<file path="config.mk">
export PLATFORM = sky130hd
export DESIGN_NAME = instr_fetch_unit
export DESIGN_NICKNAME = d
export VERILOG_FILES = /design/src/rtl/instr_fetch_unit.sv
export SDC_FILE = /design/constraint.sdc
export NUM_CORES = 1
export LEC_CHECK = 0
export CORE_MARGIN = 2
export CORE_UTILIZATION = 43
export DETAILED_ROUTE_END_ITERATION = 10
export PLACE_DENSITY = 0.81
export SLEW_MARGIN = 40
export SYNTH_ARGS = -nofsm -noshare
export SYNTH_HDL_FRONTEND = slang
export SYNTH_SLANG_ARGS = --single-unit
</file>
<file path="constraint.sdc">
create_clock -name clk -period 2.2 [get_ports clk]
set_input_delay 0.55 -clock clk [delete_from_list [all_inputs] [get_ports clk]]
set_output_delay 0.55 -clock clk [all_outputs]
set_load 0.01 [all_outputs]
</file>
<file path="src/rtl/instr_fetch_unit.sv">
// Instruction fetch unit: owns the PC, issues one outstanding word fetch at a time,
// and holds the returned instruction for decode with redirect/kill handling.
module instr_fetch_unit #(
    parameter logic [31:0] RESET_PC = 32'h0000_0000
) (
    input  logic        clk,
    input  logic        rst,
    output logic        imem_req_valid,
    input  logic        imem_req_ready,
    output logic [31:0] imem_req_addr,
    input  logic        imem_rsp_valid,
    input  logic [31:0] imem_rsp_data,
    input  logic        redirect_valid,
    input  logic [31:0] redirect_pc,
    input  logic        stall,
    output logic        inst_valid,
    output logic [31:0] inst,
    output logic [31:0] inst_pc,
    output logic [6:0]  op,
    output logic [2:0]  func3,
    output logic        func7,
    output logic        misalign_err
);

    typedef enum logic {
        S_REQ,
        S_WAIT
    } state_t;

    state_t      state, state_nxt;
    logic [31:0] pc, pc_nxt;
    logic        kill, kill_nxt;
    logic        inst_valid_nxt;
    logic [31:0] inst_nxt, inst_pc_nxt;
    logic        misalign_nxt;

    always_comb begin
        imem_req_valid = (state == S_REQ) & ~redirect_valid & ~(inst_valid & stall);
        imem_req_addr  = pc;
        op             = inst[6:0];
        func3          = inst[14:12];
        func7          = inst[30];
    end

    always_comb begin
        state_nxt      = state;
        pc_nxt         = pc;
        kill_nxt       = kill;
        inst_nxt       = inst;
        inst_pc_nxt    = inst_pc;
        misalign_nxt   = 1'b0;
        inst_valid_nxt = inst_valid & stall;

        if (redirect_valid) begin
            // A fetch still in flight belongs to the old path: drop it now or mark it for discard.
            pc_nxt         = {redirect_pc[31:2], 2'b00};
            inst_valid_nxt = 1'b0;
            misalign_nxt   = |redirect_pc[1:0];
            if (state == S_WAIT) begin
                if (imem_rsp_valid) begin
                    state_nxt = S_REQ;
                    kill_nxt  = 1'b0;
                end else begin
                    kill_nxt  = 1'b1;
                end
            end
        end else begin
            case (state)
                S_REQ: begin
                    if (imem_req_valid && imem_req_ready) begin
                        state_nxt = S_WAIT;
                    end
                end
                S_WAIT: begin
                    if (imem_rsp_valid) begin
                        state_nxt = S_REQ;
                        kill_nxt  = 1'b0;
                        if (!kill) begin
                            inst_nxt       = imem_rsp_data;
                            inst_pc_nxt    = pc;
                            inst_valid_nxt = 1'b1;
                            pc_nxt         = pc + 32'd4;
                        end
                    end
                end
                default: state_nxt = S_REQ;
            endcase
        end
    end

    always_ff @(posedge clk) begin
        if (rst) begin
            state        <= S_REQ;
            pc           <= RESET_PC;
            kill         <= 1'b0;
            inst_valid   <= 1'b0;
            inst         <= '0;
            inst_pc      <= '0;
            misalign_err <= 1'b0;
        end else begin
            state        <= state_nxt;
            pc           <= pc_nxt;
            kill         <= kill_nxt;
            inst_valid   <= inst_valid_nxt;
            inst         <= inst_nxt;
            inst_pc      <= inst_pc_nxt;
            misalign_err <= misalign_nxt;
        end
    end

endmodule
</file>
# Word-level counts from Yosys, hierarchy flattened
# Index checks and enable logic that the tools add are counted.
# W data, S select, Z words.
# totals
in_bits	70
n_memories	0
romBits	0
output_inout_bits	110
latchBits	0
reg_bits	100
word_cells	43
ramBits	0
# classes
n_shift	0
eq_ne	1
addsub	1
div	0
n_reduce_logical	10
multipliers	0
n_bitwise	7
mux	16
magnitude_cmp	0
# op_table
operator	count
$mux W32	4
$add A32 B3 Y32 const B	1
$mux W1	11
$reduce_and A3 Y1	2
$reduce_or A2 Y1	3
$not A1 Y1	4
$reduce_and A4 Y1	1
$reduce_bool A2 Y1	2
$and A1 B1 Y1	3
$ne A2 B2 Y1 const B	1
$pmux W1 S2	1
$reduce_and A2 Y1	1
$logic_and A1 B1 Y1	1

# Depth between registers and ports, before layout
# logic_depth
depth_word	7
mapped_depth	6
mapped_depth_nobuf	5

# Worst setup path before layout
# Ideal clock, no wire load.
# synth_path
path_kind	input to register
start	input port imem_rsp_valid
end	register pc[17], in the netlist imem_req_addr[17]
path_buffers	0
cell_stages	4
t_arrival_ps	1935
slack_ps	174
required_ps	2109
setup_ps	91
cell_sequence	nand3b_2 or4_4 or4_1 a311oi_1
# synth_between
elab_chain_cells	2
# synth_lines
element	line_no	text
from (decl)	11	input logic imem_rsp_valid,
$reduce_bool A2 Y1 (no line)	-	
$reduce_and A3 Y1 (no line)	-	
to (signal assigned)	102	pc <= pc_nxt;
to (decl)	31	logic [31:0] pc, pc_nxt;
# Every way passes these cells.
# A chain may end at the register's enable or synchronous reset.

# Worst setup path after layout
# layout_path
start	register pc[10], in the netlist imem_req_addr[10]
end	output port imem_req_addr[10]
# layout_rtl
element	line_no	text
to (decl)	10	output logic [31:0] imem_req_addr,
# No word-level cell between the ends.

==> impl_metrics.json <==
{
  "numCtsBuffers": 9,
  "grt_max_degree": 45,
  "clock_latency_ps": 370,
  "path_class": "flip-flop to output port",
  "wl_per_cell_um": 15.41,
  "vias": 4563,
  "yosys-top-cells-count": "nand2_1, dfxtp_1, a21oi_1",
  "setup_violations": 0,
  "crit_required_ps": 1650,
  "cts.path.max_buffers": 2,
  "cts_hold_buf": 0,
  "num-fill-cells": 849,
  "min_path_type": "flip-flop to flip-flop",
  "clkTransAtPathRegs_ps": 90,
  "arrival_ps": 1590,
  "async_flop_share_pct": 0,
  "n_antenna_cell": 0,
  "synth.largest_area_cell": "dfxtp_1",
  "hold_viol_final": 0,
  "leakagePower_nw": 2.178,
  "final.min_clock_period_ps": 2136,
  "multi_input_area_sq_mm": 0.002048,
  "swShare_pct": 26.89,
  "status": "complete, no violations",
  "setup_ws_ps": 63.80,
  "grt_pass1_vias": 4236,
  "cts-root-buf": "clkbuf_8",
  "gp_congestion": 0.8600,
  "drive_above_1_share_pct": 9.583,
  "pin_count": 180,
  "ys_seq_area_share_pct": 45.65,
  "placed_area_sq_mm": 0.006231,
  "cellPowerDensity_mw_per_mm2": 531.9,
  "timing.final.crit_share_pct": 97.10,
  "skew_ps": 8.783,
  "power_frac_clock_pct": 29.9,
  "p_seq_share_pct": 54.8,
  "p_sw_mw": 0.9189,
  "yosysUniqueCellTypes": 43,
  "htree_levels": 3,
  "drc": 0,
  "die_h_um": 103.0,
  "synth.most_common_cell": "nand2_1",
  "dp_slack_ps": -379.6,
  "synth_edf_count": 0,
  "cap_violations": 0,
  "worst_setup_path_start_kind": "flip-flop",
  "cp_max_fo": 7,
  "worstMarginPinSlew_ps": 556.9,
  "coreArea_sq_mm": 0.009639,
  "antenna_found_initial": 0,
  "grt_overflow_total": 0,
  "ir_drop_v": 0.0003011,
  "grt_pass1_wl_um": 20230,
  "drt_iter0_markers": 219,
  "final_max_slew_viol_count": 0,
  "ys_top_cells_by_area": "dfxtp_1, nand2_1, a21oi_1, clkbuf_1, a211oi_1",
  "max_clock_freq_mhz": 468.1,
  "io_buffers": 175,
  "cts_tree": "done",
  "clock_sinks": 96,
  "syn_inst": 539,
  "synth_flop_cell": "dfxtp_1",
  "hpwlAfterDp_um": 9710,
  "synth_seq_cells": 96,
  "finalInstanceArea_sq_mm": 0.006424,
  "synth_area_per_cell_sq_um": 7.811,
  "syn_area_sq_mm": 0.004210,
  "syn_to_final_growth_pct": 52.57,
  "slew_headroom_pct": 62.53,
  "dieArea_sq_mm": 0.01060,
  "ant_nets": 0,
  "r2r_slack_ps": 190,
  "wirelength_um": 13150,
  "ys_warn_count": 0,
  "layout.area.seq_sq_mm": 0.001922,
  "track_usage_pct": 24.24,
  "drt_first_pass_iters": 5,
  "die_w_um": 103.0,
  "rsz0062_at_grt": "false",
  "fin_nets": 787,
  "netlist.area_leader.share_pct": 45.65,
  "rows": 36,
  "cp-end-kind": "output port",
  "comb_power_share_pct": 15.3,
  "intPower_mw": 2.498,
  "vias_per_cell": 5.349,
  "start_util_pct": 43.68
}
metrics by stage:
step	hold slack [ps]	power (mW)	util [%]	instances	TNS (ps)
detailed placement	445.4	2.430	64.64	838	-19440
finish	456.0	3.417	66.64	853	0
global route	479.6	3.556	66.64	853	0
floorplan	480.5	2.094	-	542	0
global placement	441.2	2.418	64.64	838	-15270
CTS	458.2	3.433	66.36	853	0
cell families after synthesis:
kind of cell	count (synthesis)	synth area share [%]
xor gates and xnor gates	8	1.664
adders and majority gates	1	0.2971
and+or+nand+nor	253	28.29
buffers and inverters	62	6.924
other	1	0.08907
DFF	96	45.65
AOI/OAI and AO/OA	118	17.09
registers in the layout (all words and copies together) (netlist names):
signal,count
inst_pc,30
state,1
inst_valid,1
kill,1
imem_req_addr,30
misalign_err,1
inst,32
worst max-delay path, stage by stage, from the launching register on:
cell and delay (ps):
dfxtp_1 490, buf_4 200, clkdlybuf4s50_1 530
worst paths after layout:
check	from	endpoint	cells past startpoint
hold reg to reg	inst_pc[8]	inst_pc[8]	2
hold / removal	inst_pc[8]	inst_pc[8]	2
setup reg to reg	imem_req_addr[3]	imem_req_addr[17]	4
setup / recovery	imem_req_addr[10]	imem_req_addr[10]	2
what timing repair did:
item                                    4_1_cts  5_1_grt
endpoints found under the setup margin        1       38
pin swaps                                     0        0
resized for setup                             2        9
setup buffers                                 0        0
layout by cell type (no fill, tap or decap), drive strengths merged, types with 4 or more instances in the layout:
cell type,instances
clkdlybuf4s50,172
nor2,29
conb,4
nand3,12
clkbuf,11
nor3,10
or3,4
dfxtp,96
buf,41
a21oi,68
a211oi,15
and4,10
xnor2,6
a311oi,8
or4,4
nand2,143
nand4,11
o31ai,4
inv,11
a2111oi,8
o21ai,8
nor4,13
routing by layer:
layer  share of wire, %  up-vias  wire length (um)  global-route usage (%)
li1                   -     2217                 -                       -
met4                1.3        0               176                   6.781
met1                 41     2120              5331                   29.75
met2                 50      205              6513                   42.61
met5                  0        -                 0                       0
met3                8.6       21              1125                   5.492
cell type report:
| cell class | instances | area share (%) |
|---|---|---|
| timing repair buffer | 215 | 32.51 |
| multi-input combinational | 384 | 31.89 |
| sequential | 96 | 29.92 |
| inverter | 10 | 0.5843 |
| clock inverter | 5 | 0.5259 |
| tap | 133 | 2.591 |
| clock buffer | 10 | 1.987 |
power groups by stage:
stage	clock network [mW]	logic, mW	registers (mW)
2_1_floorplan	0	0.173	1.92
3_3_place_gp	0	0.513	1.91
3_5_place_dp	0	0.521	1.91
4_1_cts	1.04	0.523	1.87
5_1_grt	1.11	0.566	1.88
6_report	1.02	0.523	1.87
(Power assumes the default switching activity.)
